`config.mk`:
```
export PLATFORM = sky130hd
export DESIGN_NAME = instruction_fetch
export DESIGN_NICKNAME = d
export VERILOG_FILES = /design/src/rtl/instruction_fetch.sv
export SDC_FILE = /design/constraint.sdc
export NUM_CORES = 1
export LEC_CHECK = 0
export ABC_CLOCK_PERIOD_IN_PS = 1900
export CAP_MARGIN = 20
export CORE_AREA = 2 2 145 76
export DETAILED_ROUTE_END_ITERATION = 8
export DIE_AREA = 0 0 147 78
export GPL_TIMING_DRIVEN = 0
export MAX_ROUTING_LAYER = met4
export PLACE_DENSITY = 0.81
export SYNTH_ARGS = -nofsm -noshare
export SYNTH_HDL_FRONTEND = slang
export SYNTH_SLANG_ARGS = --single-unit
```
`constraint.sdc`:
```
create_clock -name clk -period 1.9 [get_ports clk]
set_input_delay 0.38 -clock clk [delete_from_list [all_inputs] [get_ports clk]]
set_output_delay 0.38 -clock clk [all_outputs]
set_load 0.02 [all_outputs]
```
`src/rtl/instruction_fetch.sv`:
```
// instruction_fetch: IF stage with IF/ID pipeline register.
// Generates the 12-bit byte PC and drives a synchronous-read instruction memory.
// A one-entry skid buffer keeps an in-flight memory response safe across stalls.
// Flushes on JAL redirects from decode and on branch/JALR redirects from execute.
// Optional feature: define IF_ECALL_HALT_EN to stop fetching when decode reports ECALL.
// Without it, ecall_id is ignored and halted is tied low.
module instruction_fetch #(
    parameter logic [11:0] RESET_PC  = 12'h000,
    parameter logic [31:0] NOP_INSTR = 32'h0000_0013
) (
    input  logic        clk,
    input  logic        rst_n,
    input  logic        stall,
    input  logic        redirect_id,
    input  logic [11:0] redirect_id_target,
    input  logic        redirect_ex,
    input  logic [11:0] redirect_ex_target,
    input  logic        ecall_id,
    output logic        imem_req,
    output logic [11:0] imem_addr,
    input  logic [31:0] imem_rdata,
    output logic        if_id_valid,
    output logic [11:0] if_id_pc,
    output logic [31:0] if_id_instr,
    output logic        halted
);

    // Next address to issue
    logic [11:0] pc_q, pc_d;
    // Tracks the request issued in the previous cycle (its data is on imem_rdata now)
    logic        resp_valid_q, resp_valid_d;
    logic [11:0] resp_pc_q, resp_pc_d;
    // Skid entry holding a response that arrived while IF/ID was stalled
    logic        skid_valid_q, skid_valid_d;
    logic [11:0] skid_pc_q, skid_pc_d;
    logic [31:0] skid_instr_q, skid_instr_d;
    // IF/ID pipeline register
    logic        ifid_valid_q, ifid_valid_d;
    logic [11:0] ifid_pc_q, ifid_pc_d;
    logic [31:0] ifid_instr_q, ifid_instr_d;
    // Fetch stopped on ECALL
    logic        halted_q, halted_d;

    logic        flush;
    logic [11:0] flush_target;
    logic        halt_entry;

`ifdef IF_ECALL_HALT_EN
    // Halt when decode holds a real ECALL and nothing of higher priority is acting
    assign halt_entry = ecall_id && ifid_valid_q && !stall && !redirect_ex;
    assign halted     = halted_q;
`else
    logic unused_ecall;
    assign unused_ecall = ecall_id;
    assign halt_entry   = 1'b0;
    assign halted       = 1'b0;
`endif

    // Memory request: nothing issued while stalled, halted or being redirected
    assign imem_req    = !stall && !halted_q && !redirect_ex && !redirect_id;
    assign imem_addr   = pc_q;

    assign if_id_valid = ifid_valid_q;
    assign if_id_pc    = ifid_pc_q;
    assign if_id_instr = ifid_instr_q;

    // Redirect select: execute wins over decode; decode redirects are dropped
    // while stalled or halted (halt exits only through execute or reset)
    always_comb begin
        flush        = redirect_ex || (redirect_id && !stall && !halted_q);
        flush_target = redirect_ex ? redirect_ex_target : redirect_id_target;
    end

    // Next-state logic in priority order: redirect > halted/halt entry > stall > normal
    always_comb begin
        pc_d         = pc_q;
        resp_valid_d = resp_valid_q;
        resp_pc_d    = resp_pc_q;
        skid_valid_d = skid_valid_q;
        skid_pc_d    = skid_pc_q;
        skid_instr_d = skid_instr_q;
        ifid_valid_d = ifid_valid_q;
        ifid_pc_d    = ifid_pc_q;
        ifid_instr_d = ifid_instr_q;
        halted_d     = halted_q;

        if (flush) begin
            pc_d         = flush_target;
            resp_valid_d = 1'b0;
            skid_valid_d = 1'b0;
            ifid_valid_d = 1'b0;
            ifid_pc_d    = '0;
            ifid_instr_d = NOP_INSTR;
            halted_d     = 1'b0;
        end else if (halted_q || halt_entry) begin
            // PC frozen; in-flight data dropped; decode sees bubbles
            halted_d     = 1'b1;
            resp_valid_d = 1'b0;
            skid_valid_d = 1'b0;
            ifid_valid_d = 1'b0;
            ifid_pc_d    = '0;
            ifid_instr_d = NOP_INSTR;
        end else if (stall) begin
            // IF/ID and PC hold; park the one response that is still arriving
            resp_valid_d = 1'b0;
            if (resp_valid_q && !skid_valid_q) begin
                skid_valid_d = 1'b1;
                skid_pc_d    = resp_pc_q;
                skid_instr_d = imem_rdata;
            end
        end else begin
            pc_d         = pc_q + 12'd4;
            resp_valid_d = 1'b1;
            resp_pc_d    = pc_q;
            if (skid_valid_q) begin
                skid_valid_d = 1'b0;
                ifid_valid_d = 1'b1;
                ifid_pc_d    = skid_pc_q;
                ifid_instr_d = skid_instr_q;
            end else if (resp_valid_q) begin
                ifid_valid_d = 1'b1;
                ifid_pc_d    = resp_pc_q;
                ifid_instr_d = imem_rdata;
            end else begin
                ifid_valid_d = 1'b0;
                ifid_pc_d    = '0;
                ifid_instr_d = NOP_INSTR;
            end
        end
    end

    // State registers with asynchronous active-low reset
    always_ff @(posedge clk or negedge rst_n) begin
        if (!rst_n) begin
            pc_q         <= RESET_PC;
            resp_valid_q <= 1'b0;
            resp_pc_q    <= '0;
            skid_valid_q <= 1'b0;
            skid_pc_q    <= '0;
            skid_instr_q <= '0;
            ifid_valid_q <= 1'b0;
            ifid_pc_q    <= '0;
            ifid_instr_q <= NOP_INSTR;
            halted_q     <= 1'b0;
        end else begin
            pc_q         <= pc_d;
            resp_valid_q <= resp_valid_d;
            resp_pc_q    <= resp_pc_d;
            skid_valid_q <= skid_valid_d;
            skid_pc_q    <= skid_pc_d;
            skid_instr_q <= skid_instr_d;
            ifid_valid_q <= ifid_valid_d;
            ifid_pc_q    <= ifid_pc_d;
            ifid_instr_q <= ifid_instr_d;
            halted_q     <= halted_d;
        end
    end

endmodule
```
=== Word-level counts from Yosys, hierarchy flattened ===
Cells that the tools add are included.

* Bitwise gates (word level): 3
* $add $sub $neg: 1
* Muxes and demuxes: 28
* Equal/unequal tests: 4
* Reductions and logical operators: 15

{| class="wikitable"
|+ Operators by type and width
! operator !! number
|-
| $mux W32 || 5
|-
| $mux W12 || 9
|-
| $mux W1 || 14
|-
| $add A12 B3 Y12 const B || 1
|-
| $logic_and A1 B1 Y1 || 6
|-
| $logic_not A1 Y1 || 5
|-
| $ne A2 B1 Y1 const B || 2
|-
| $ne A4 B1 Y1 const B || 1
|-
| $reduce_and A4 Y1 || 1
|-
| $ne A3 B1 Y1 const B || 1
|-
| $not A1 Y1 || 3
|-
| $reduce_and A3 Y1 || 1
|-
| $reduce_and A2 Y1 || 1
|-
| $logic_or A1 B1 Y1 || 1
|}

* Logic and storage cells: 61
* Output and inout bits: 59
* Input port bits: 62
* Flip-flop bits (word level): 116

=== Logic depth before layout (Yosys ltp) ===
* Depth after elaboration: 6
* Gate-level depth with buffers: 8
* Depth with buffers taken out: 5

=== Least setup slack after synthesis ===
No wires, ideal clock.

* Path kind: input to output
* Start point: input port stall
* End point: output port imem_req
* Buffers on the path: 3
* Required time: 1520 ps
* Cell stages on the path: 6
* Arrival time: 1337 ps
* Path slack: 183 ps
* Cell sequence: buf_4 -> nor2_2 -> nand2_1 -> buf_2 -> clkbuf_1 -> inv_1

* Word-level cells in the longest chain between the ends: 4

{| class="wikitable"
|+ Ends and longest elaborated chain
! element !! RTL line !! source
|-
| start, declared || 13 || <nowiki>input logic stall,</nowiki>
|-
| $logic_not A1 Y1 || 60 || <nowiki>assign imem_req = !stall && !halted_q && !redirect_ex && !redirect_id;</nowiki>
|-
| $logic_and A1 B1 Y1 (3 in series) || 60 ||
|-
| end, declared || 19 || <nowiki>output logic imem_req,</nowiki>
|}

Every way passes these cells.

=== Final worst setup path ===
* Start point: register pc_q[11], in the netlist imem_addr[11]
* End point: output port imem_addr[11]

{| class="wikitable"
|+ RTL lines
! element !! RTL line !! source
|-
| start, declared || 29 || <nowiki>logic [11:0] pc_q, pc_d;</nowiki>
|-
| start signal, assigned || 146 || <nowiki>pc_q <= pc_d;</nowiki>
|-
| end, declared || 20 || <nowiki>output logic [11:0] imem_addr,</nowiki>
|}

No word-level cell between the ends.

==> impl_metrics.yaml <==
critical_path:
  crit_start: "imem_addr[11]"
  crit_fanout: 4
  end_kind: "output pin"
  critPathRequiredTime_ns: 1.52
  r2r_cells: 6
  worstSetupPathDepth: 1
  cp.arrival_ns: 1.48
  path_cells: "clkdlybuf4s50_1"
  slowest_delay_ns: 0.65
  crit_family: "buffers and inverters"
  crit_type: "register to output pin"
  cp-start-kind: "register"
  r2r_slack_ns: 0.09
  slowest_stage: "clkdlybuf4s50_1"
  cp-endpoint: "imem_addr[11]"
  r2r_end: "skid_instr_q[24]"
  r2r_start: "skid_valid_q"
  cp_num_buf_inv: 1
sta:
  grt_setup_unrepaired: "false"
  finalCritPeriodShare_pct: 97.98
  slew_headroom_pct: 44.49
  worstMarginPinSlew_ns: 0.8327
  fin_crit_ns: 1.862
  final_hold_viol_count: 0
  setup_violations: 0
  whs_ns: 0.06860
  skew_ns: 0.009527
  drv_slew: 0
  fin_ws_ns: 0.03836
  fmax_ghz: 0.5372
placed_design:
  placed_area_um2: 6307
  io_buffers: 117
  place_ws_ns: -1.085
  dp.cells: 710
  dp.final_hpwl_mm: 8.470
  gp_congestion: 0.8753
synth:
  avgSynthCellArea_um2: 10.92
  yosys.area.top_type: "dfrtp_1"
  synth_top_area_share_pct: 56.78
  synth_seq_area_share_pct: 58.38
  synth-edff-count: 0
  netlist_area_um2: 4936
  ys_ff_latch: 115
  syn-num-nets: 515
  ys_top_cells_by_area: "dfrtp_1 (57%), mux2_2 (9.1%), nand2_1 (7.1%)"
  syn_inst: 452
  ys_async_sr_fraction_pct: 100.0
  ys.flop_type: "dfrtp_1"
  synth-warning-count: 0
  synth_cell_type_count: 41
floorplanning:
  dieHeight_um: 78
  num_rows: 26
  dieArea_um2: 11470
  die_x_um: 147
  start_util_pct: 48.95
  core_area_um2: 10080
  io_pins: 121
clocking:
  htree_levels: 4
  clkTransAtPathRegs_ns: 0.05
  cts_tree: "built"
  numCtsBuffers: 17
  clk_latency_ns: 0.41
  cts.hold.buffers_added: 0
  clkSinkCount: 115
  root_buffer: "clkbuf_16"
  cts.path.max_buffers: 2
power:
  leakagePower_nw: 3.061
  ir_drop_mv: 0.6546
  p_per_area_nw_per_um2: 1059
layout:
  final_common_cell: "dfrtp_1"
  multi_input_area_um2: 1876
  layout_common_cells: "dfrtp_1 (112), clkdlybuf4s50_1 (101), nand2_1 (92)"
  nNetsFinal: 657
  n_fill_cell: 784
  stdcell_area_um2: 7041
  syn_to_final_growth_pct: 42.64
  final_cells: 747
  seqCellArea_um2: 2882
  final_util_pct: 69.81
  diodes: 0
  drive_gt1_share_pct: 17.30
detailed_routing:
  drtIter0Drc: 248
  drcViolationCount: 0
  vias: 4085
  wire_per_inst_um: 16.96
  vias_per_cell: 5.469
  drtPass1Iterations: 4
  postRouteWirelength_mm: 12.67
  ant_nets: 0
global_route:
  antenna_found_initial: 0
  grtUsageTotal_pct: 24.73
  grt_max_degree: 66
  first_global_vias: 4253
  grt_overflow: 0
  grt_pass1_wl_mm: 21.26
worst_hold_path:
  hold_class: "input pin to asynchronous set/reset pin"
flow_run:
  maxCapViolCount: 0
status:
  status: "completed"
-- area by class of cell --
cell class / count / share of cell area, %
Buffer: 31 / 2.666
Clock buffer: 21 / 6.540
Clock inverter: 11 / 2.915
Inverter: 8 / 0.4265
Multi-Input combinational cell: 298 / 26.64
Sequential cell: 115 / 40.93
Tap cell: 140 / 2.488
Timing Repair Buffer: 123 / 17.40
-- flip-flops by register name, indices dropped and copies added (netlist names) --
register and count:
if_id_instr 32, if_id_pc 12, if_id_valid 1, imem_addr 12, resp_pc_q 12, resp_valid_q 1, skid_instr_q 32, skid_pc_q 12
skid_valid_q 1
-- what timing repair did --
| action | in CTS | in global routing |
|---|---|---|
| pin swaps | 2 | 1 |
| buffers inserted | 5 | 0 |
| endpoints found under the setup margin | 18 | 12 |
| endpoints found under the hold margin | 0 | 0 |
| gates resized for setup | 27 | 7 |
-- cell usage after synthesis (4+ instances only) --
master      n
a22oi_1    40
mux2_2     40
nand2_1    93
mux2_1      5
nand3_1     7
nor3_1      6
buf_6       4
dfrtp_1   112
clkbuf_1   17
inv_1       6
o21ai_0    55
buf_2       6
nor2_1     11
a21oi_1     5
nand2b_1    4
mux2i_1     4
-- report_power, final --
group	leakage (nW)	total (mW)	switching [mW]	internal, mW
Clock	0.331	3.58	1.07	2.51
Combinational	1.25	0.853	0.398	0.454
Sequential	1.48	3.02	0.232	2.79
-- per-stage QoR --
stage          total power, mW  setup TNS, ns
6_report                 7.453              0
2_1_floorplan            3.466              0
3_5_place_dp             3.899         -34.10
4_1_cts                  7.491              0
5_1_grt                  7.741              0
3_3_place_gp             3.839        -469.73
-- worst min path at each step --
| stage | from | endpoint | depth (start not counted) |
|---|---|---|---|
| floorplan | rst_n | if_id_instr[10] | 0 |
| global placement | if_id_instr[19] | if_id_instr[19] | 2 |
| detailed placement | if_id_instr[15] | if_id_instr[15] | 2 |
| CTS | rst_n | if_id_pc[7] | 1 |
| global route | rst_n | imem_addr[0] | 1 |
| finish | rst_n | imem_addr[0] | 1 |
-- worst reg2reg max path: stages (launching register included) --
cell     delay (ns)
dfrtp_1        0.36
buf_2          0.18
inv_1          0.17
nand2_1        0.19
nor2_4         0.24
buf_6          0.20
mux2_2         0.35
-- layer usage --
| layer | vias up | part of all wire (%) | GRT usage (%) |
|---|---|---|---|
| li1 | 1889 | - | - |
| met2 | 163 | 48 | 39.01 |
| met4 | 0 | 2.6 | 11.06 |
| met1 | 2002 | 44 | 30.75 |
| met3 | 31 | 5.6 | 5.941 |
| met5 | - | 0 | - |
-- kinds of logic after synthesis --
kind of cell / share of synthesized area [%]
AND/OR/NAND/NOR: 11.20
AO/OA/AOI/OAI: 14.88
flip-flops: 58.38
multiplexers: 11.08
buffers and inverters: 3.954
adder cells (fa/ha/maj): 0.2534
other: 0.07597
XOR/XNOR: 0.1775
Note: power is estimated with default switching activity, not from simulation.
